==> src/rtl/regfile_uart_dump.sv <==
`default_nettype none
// ============================================================================
// Module      : regfile_uart_dump
// Description : Debug reader for the general-purpose register file. A start
//               pulse walks every register through a spare read port and
//               streams a header byte followed by each register value,
//               MSB byte first, over a UART 8N1 line.
// Revision    : 1.0 - initial release
// ============================================================================
module regfile_uart_dump #(
  parameter int         CLK_DIV    = 434,    // clock cycles per UART bit, 2..65535
  parameter int         REG_NUM    = 32,     // number of registers dumped
  parameter int         REG_ADDR_W = 5,      // register address width
  parameter int         DATA_W     = 32,     // register width, multiple of 8
  parameter logic [7:0] HEADER     = 8'hA5   // frame header byte
) (
  input  logic                  clk,
  input  logic                  rst,         // asynchronous, active-low
  input  logic                  start_i,
  output logic                  busy_o,
  output logic                  done_o,
  output logic                  re_o,
  output logic [REG_ADDR_W-1:0] raddr_o,
  input  logic [DATA_W-1:0]     rdata_i,
  output logic                  txd_o
);

  // Counter sizing: every counter holds exactly its terminal value and is
  // reloaded explicitly, never allowed to wrap on its own.
  localparam int BYTES  = DATA_W / 8;
  localparam int BAUD_W = (CLK_DIV > 1) ? $clog2(CLK_DIV) : 1;
  localparam int BYTE_W = (BYTES > 1)   ? $clog2(BYTES)   : 1;
  localparam int IDX_W  = (REG_NUM > 1) ? $clog2(REG_NUM) : 1;

  localparam logic [BAUD_W-1:0] BAUD_LAST = BAUD_W'(CLK_DIV - 1);
  localparam logic [BYTE_W-1:0] BYTE_LAST = BYTE_W'(BYTES - 1);
  localparam logic [IDX_W-1:0]  IDX_LAST  = IDX_W'(REG_NUM - 1);
  localparam logic [3:0]        BIT_DATA7 = 4'd8;  // last data bit slot
  localparam logic [3:0]        BIT_STOP  = 4'd9;  // stop bit slot

  typedef enum logic [1:0] {
    IDLE = 2'd0,
    SEND = 2'd1,
    READ = 2'd2,
    DONE = 2'd3
  } state_t;

  state_t              state;
  logic [BAUD_W-1:0]   baud_cnt;   // cycles elapsed in the current bit
  logic [3:0]          bit_cnt;    // 0 = start, 1..8 = data, 9 = stop
  logic [BYTE_W-1:0]   byte_cnt;   // bytes of the current word already sent
  logic [IDX_W-1:0]    reg_idx;    // register currently being dumped
  logic [7:0]          tx_shift;   // remaining data bits of the byte on the line
  logic [DATA_W-1:0]   word_rest;  // not-yet-sent bytes of the latched word, MSB aligned
  logic                hdr_phase;  // the byte on the line is the header

  logic [IDX_W-1:0]    reg_idx_next;
  logic                bit_end;
  logic                byte_end;

  assign reg_idx_next = reg_idx + IDX_W'(1);
  assign bit_end      = (baud_cnt == BAUD_LAST);
  assign byte_end     = bit_end && (bit_cnt == BIT_STOP);

  // Frame sequencer: all outputs are registered here so the line and the
  // read port change only on clock edges (reset excepted).
  always_ff @(posedge clk or negedge rst) begin
    if (!rst) begin
      state     <= IDLE;
      txd_o     <= 1'b1;
      busy_o    <= 1'b0;
      done_o    <= 1'b0;
      re_o      <= 1'b0;
      raddr_o   <= '0;
      baud_cnt  <= '0;
      bit_cnt   <= '0;
      byte_cnt  <= '0;
      reg_idx   <= '0;
      tx_shift  <= '0;
      word_rest <= '0;
      hdr_phase <= 1'b0;
    end else begin
      case (state)
        IDLE: begin
          txd_o   <= 1'b1;
          busy_o  <= 1'b0;
          done_o  <= 1'b0;
          re_o    <= 1'b0;
          raddr_o <= '0;
          if (start_i) begin
            // Start bit goes out on the very first SEND cycle.
            state     <= SEND;
            busy_o    <= 1'b1;
            txd_o     <= 1'b0;
            tx_shift  <= HEADER;
            hdr_phase <= 1'b1;
            reg_idx   <= '0;
            byte_cnt  <= '0;
            baud_cnt  <= '0;
            bit_cnt   <= '0;
          end
        end

        SEND: begin
          if (!bit_end) begin
            baud_cnt <= baud_cnt + BAUD_W'(1);
          end else if (!byte_end) begin
            // Advance to the next bit slot of this byte.
            baud_cnt <= '0;
            bit_cnt  <= bit_cnt + 4'd1;
            if (bit_cnt == BIT_DATA7) begin
              txd_o <= 1'b1;
            end else begin
              txd_o    <= tx_shift[0];
              tx_shift <= {1'b0, tx_shift[7:1]};
            end
          end else begin
            // Stop bit finished: pick what follows this byte.
            baud_cnt <= '0;
            bit_cnt  <= '0;
            if (hdr_phase) begin
              hdr_phase <= 1'b0;
              state     <= READ;
              re_o      <= 1'b1;
              raddr_o   <= REG_ADDR_W'(reg_idx);
            end else if (byte_cnt != BYTE_LAST) begin
              byte_cnt  <= byte_cnt + BYTE_W'(1);
              tx_shift  <= word_rest[DATA_W-1 -: 8];
              word_rest <= word_rest << 8;
              txd_o     <= 1'b0;
            end else if (reg_idx != IDX_LAST) begin
              reg_idx  <= reg_idx_next;
              byte_cnt <= '0;
              state    <= READ;
              re_o     <= 1'b1;
              raddr_o  <= REG_ADDR_W'(reg_idx_next);
            end else begin
              byte_cnt <= '0;
              reg_idx  <= '0;
              state    <= DONE;
              busy_o   <= 1'b0;
              done_o   <= 1'b1;
            end
          end
        end

        READ: begin
          // Single-cycle read; whatever the register file presents now
          // (forwarded write data, hardwired zero) is what gets dumped.
          re_o      <= 1'b0;
          raddr_o   <= '0;
          tx_shift  <= rdata_i[DATA_W-1 -: 8];
          word_rest <= rdata_i << 8;
          byte_cnt  <= '0;
          baud_cnt  <= '0;
          bit_cnt   <= '0;
          txd_o     <= 1'b0;
          state     <= SEND;
        end

        DONE: begin
          // start_i is deliberately not looked at here.
          done_o <= 1'b0;
          state  <= IDLE;
        end

        default: begin
          state  <= IDLE;
          txd_o  <= 1'b1;
          busy_o <= 1'b0;
          done_o <= 1'b0;
          re_o   <= 1'b0;
        end
      endcase
    end
  end

endmodule
`default_nettype wire
==> config.mk <==
export PLATFORM = sky130hd
export DESIGN_NAME = regfile_uart_dump
export DESIGN_NICKNAME = d
export VERILOG_FILES = /design/src/rtl/regfile_uart_dump.sv
export SDC_FILE = /design/constraint.sdc
export NUM_CORES = 1
export LEC_CHECK = 0
export ABC_AREA = 1
export BUFFER_PORTS_ARGS = -buffer_cell sky130_fd_sc_hd__buf_2
export CORE_MARGIN = 2
export CORE_UTILIZATION = 50
export CTS_BUF_LIST = sky130_fd_sc_hd__clkbuf_4
export CTS_CLUSTER_SIZE = 8
export DETAILED_ROUTE_END_ITERATION = 10
export PLACE_DENSITY = 0.7
export SLEW_MARGIN = 15
export SYNTH_ARGS = -nofsm -noshare
export SYNTH_HDL_FRONTEND = slang
export SYNTH_SLANG_ARGS = --single-unit
export TNS_END_PERCENT = 5
==> constraint.sdc <==
create_clock -name clk -period 2.3 [get_ports clk]
set_input_delay 0.23 -clock clk [delete_from_list [all_inputs] [get_ports clk]]
set_output_delay 0.23 -clock clk [all_outputs]
set_load 0.01 [all_outputs]
==> parameters.txt <==
Parameter                              Value

Status
  Result of the run    finished, final reports clean

Worst setup path
  Critical Path RT    2650 ps
  Endpoint type of the worst setup path    register
  Worst reg-to-reg setup slack    320 ps
  Largest fanout of any net on the critical path    8
  Signal arrival time at the worst endpoint    between 2000 and 2500 ps
  RR Endpoint    tx_shift[3]
  Critical path startpoint    state[0]
  Path type of the worst setup path    reg -> reg
  Cell count of the worst reg-to-reg path    12
  FF-to-FF Start    state[0]
  CP Launch Type    register

Drt
  Post-route DRC violation count    0
  Number of nets still failing antenna checks after routing    0
  Detailed router's first-iteration violation count    139
  Vias after detailed routing    around 3000
  Via count normalized by instance count    5.09
  Routed wire per std cell    12.3 um
  First-pass DRT Iterations    4
  Wire length reported by the detailed router    7300 um

Synth
  Syn_nets    just under 500
  #FFs+latches synth    64
  Yosys warning total    0
  Sequential area share after synthesis    44.7%
  Number of distinct library cells after synthesis    35
  Syn Area/Cell    7.99 sq um
  Area of the mapped netlist    roughly 0.0036 sq mm
  Number of standard cells after synthesis    449

Global route
  Via count of the first global-routing pass    about 2800
  Residual overflow from global routing    0
  First-pass GRT wire length    12800 um
  Maximum number of pins on one net before global-route repair    49
  Global-route usage over all layers    21.1%
  Initial antenna violation count    0

Die
  Top-Level Pins    44
  Vert. Die Dim    88.7 um
  Horizontal extent of the die    88.7 um
  Starting density of the core    a little over half
  Number of placement rows    30
  Area of the die    0.00787 sq mm
  Core Footprint    0.00687 sq mm

Finish
  Most frequent cells in the layout    nand2_1 (115), dfrtp_1 (63), buf_2 (43), inv_1 (40)
  Layout Cells excl Fill    595
  Number of diodes    0
  Final layout net count    542
  Fraction of layout cells with a size suffix above 1    19.4%
  Core Util, Final    58.9%
  Most frequent standard cell in the layout excluding fill and tap cells    nand2_1
  Layout-stage area growth over the synthesis result    12.8%

Placed design
  Post-DP HPWL    5330 um
  Placed insts    578
  Routability-driven placement congestion ratio    0.816
  Quantity of I/O buffers inserted on ports    43

Clocking
  Clock tree from TritonCTS    done
  CTS Buffer Depth    2
  H-tree Lvls    3
  Num CTS Buffers    9
  TritonCTS sink count    64
  Clock-pin slew on the worst setup and hold paths    approximately 110 ps
  Clock Root Buffer    clkbuf_4
  Worst skew pair latency    410 ps
  # Post-CTS Setup Buffers    0

Worst hold path
  Type of the most critical hold path    in -> reg
  Instance count along the most critical hold path    3
  Launch point of the worst hold path    rdata_i[2]
  Hold path endpoint    word_rest[10]

Timing
  Smallest hold slack    41.8 ps
  RSZ-0062 raised after global routing    false
  Worst-case headroom to the max-slew limit    approximately three fifths
  Sum Neg Setup Slack    0 ps
  Clock period minus worst slack    around 2000 ps
  Period utilisation layout    86.0%
  Worst Skew    13.0 ps
  Number of hold violations in the final report    0
  Slew at the pin closest to its max-slew limit    624 ps
  Maximum clock frequency    506 MHz
  Final Slew Violations    0
  Number of setup violations in the final report    0

Run
  MaxCap Viol Count    0

Pwr
  Power per unit of standard cell area    1280 mW/mm^2
  Max VDD drop    0.000702 V
  Leakage power    around 0.0020 uW
[repair_timing]
action | 4_1_cts | 5_1_grt
hold buffers | 1 | 0
resized for setup | 0 | 1
setup endpoints to repair | 0 | 1
hold endpoints to repair | 24 | 0
[metrics by stage]
stage / setup WS [ps] / cell area [sq um] / power [uW]
2_1_floorplan: 553 / 3590 / 3850
3_3_place_gp: 301 / 3870 / 4260
3_5_place_dp: 285 / 3870 / 4340
4_1_cts: 248 / 4040 / 5210
5_1_grt: 86.6 / 4050 / 5690
6_report: 322 / 4050 / 5180
[cell usage after synthesis]
cell,n,area [sq um]
or2_1,1,6.26
nand3_4,1,17.5
nand4_1,14,87.6
inv_2,7,26.3
buf_4,3,22.5
xor2_1,5,43.8
o31ai_1,4,30.0
nand3_2,1,10.0
o21ai_0,38,190
nand2_4,3,33.8
a41oi_1,1,8.76
a21oi_2,1,8.76
nand2_1,115,432
nor2_4,4,45.0
inv_1,40,150
clkbuf_1,6,22.5
a21oi_1,12,60.1
buf_6,3,33.8
nand3_1,38,190
ha_1,13,163
o21ai_2,6,52.6
dfstp_2,1,26.3
buf_8,1,15.0
nor2_1,36,135
dfrtp_1,63,1580
or2_2,2,12.5
o22ai_1,2,12.5
nand2_2,3,18.8
nand3b_1,2,15.0
mux2i_1,4,40.0
nor3b_1,1,7.51
o21ai_1,7,35.0
buf_2,4,20.0
nor3_1,4,20.0
nor2_2,3,18.8
[flip-flops by register name, summed over array words and instances (netlist names)]
signal	cells
bit_cnt	4
baud_cnt	9
byte_cnt	2
raddr_o	5
reg_idx	5
done_o	1
tx_shift	8
busy_o	1
txd_o	1
hdr_phase	1
re_o	1
word_rest	24
state	2
[cells by family (layout without fill, tap and decap cells)]
kind of cell    count (synthesis)  in the layout  share of synthesized area, %
compound gates                 71             71                          11.1
mux                             4              4                          1.12
simple gates                  228            228                          29.3
buf+inv                        64            114                          8.09
fa+ha+maj                      13             13                          4.53
flops                          64             64                          44.7
xor+xnor                        5              5                          1.22
[worst max-delay path: stages, from the launching register on]
cell	delay, ps
dfrtp_1	420
inv_1	100
ha_1	220
inv_1	80
nor2_1	90
nor2_4	160
inv_2	100
a21oi_2	140
buf_4	170
nand2_1	90
nor2_4	190
nand3_1	100
nand2_1	80
[where the power goes]
group	total, uW	internal (uW)	switching (uW)
logic	2510	852	1660
clock network	874	474	400
registers	1800	1540	263
total	5180	2860	2320
[metal layers]
metal  track usage, %  vias to the layer above  wire [um]
met1             29.5                     1395       3500
met4             9.78                        0        171
met5                0                        -          0
li1                 -                     1552          -
met3             4.10                       15        291
met2             31.7                       65       3340
[area by class of cell]
cell class | count | area (sq um)
inverter | 47 | 176
clock inverter | 4 | 68.8
tap | 96 | 120
multi-input combinational | 321 | 1700
clock buffer | 12 | 90.1
timing repair buffer | 51 | 290
fill | 660 | 2820
sequential | 64 | 1600
[worst max-delay path by stage]
stage                     to  slack [ps]  cells after the start
6_report         tx_shift[3]         320                     12
4_1_cts          tx_shift[3]         250                     12
3_3_place_gp     tx_shift[3]         300                     12
3_5_place_dp     tx_shift[3]         290                     12
2_1_floorplan  word_rest[24]         550                     11
5_1_grt          tx_shift[3]          90                     12
(Power assumes the default switching activity.)
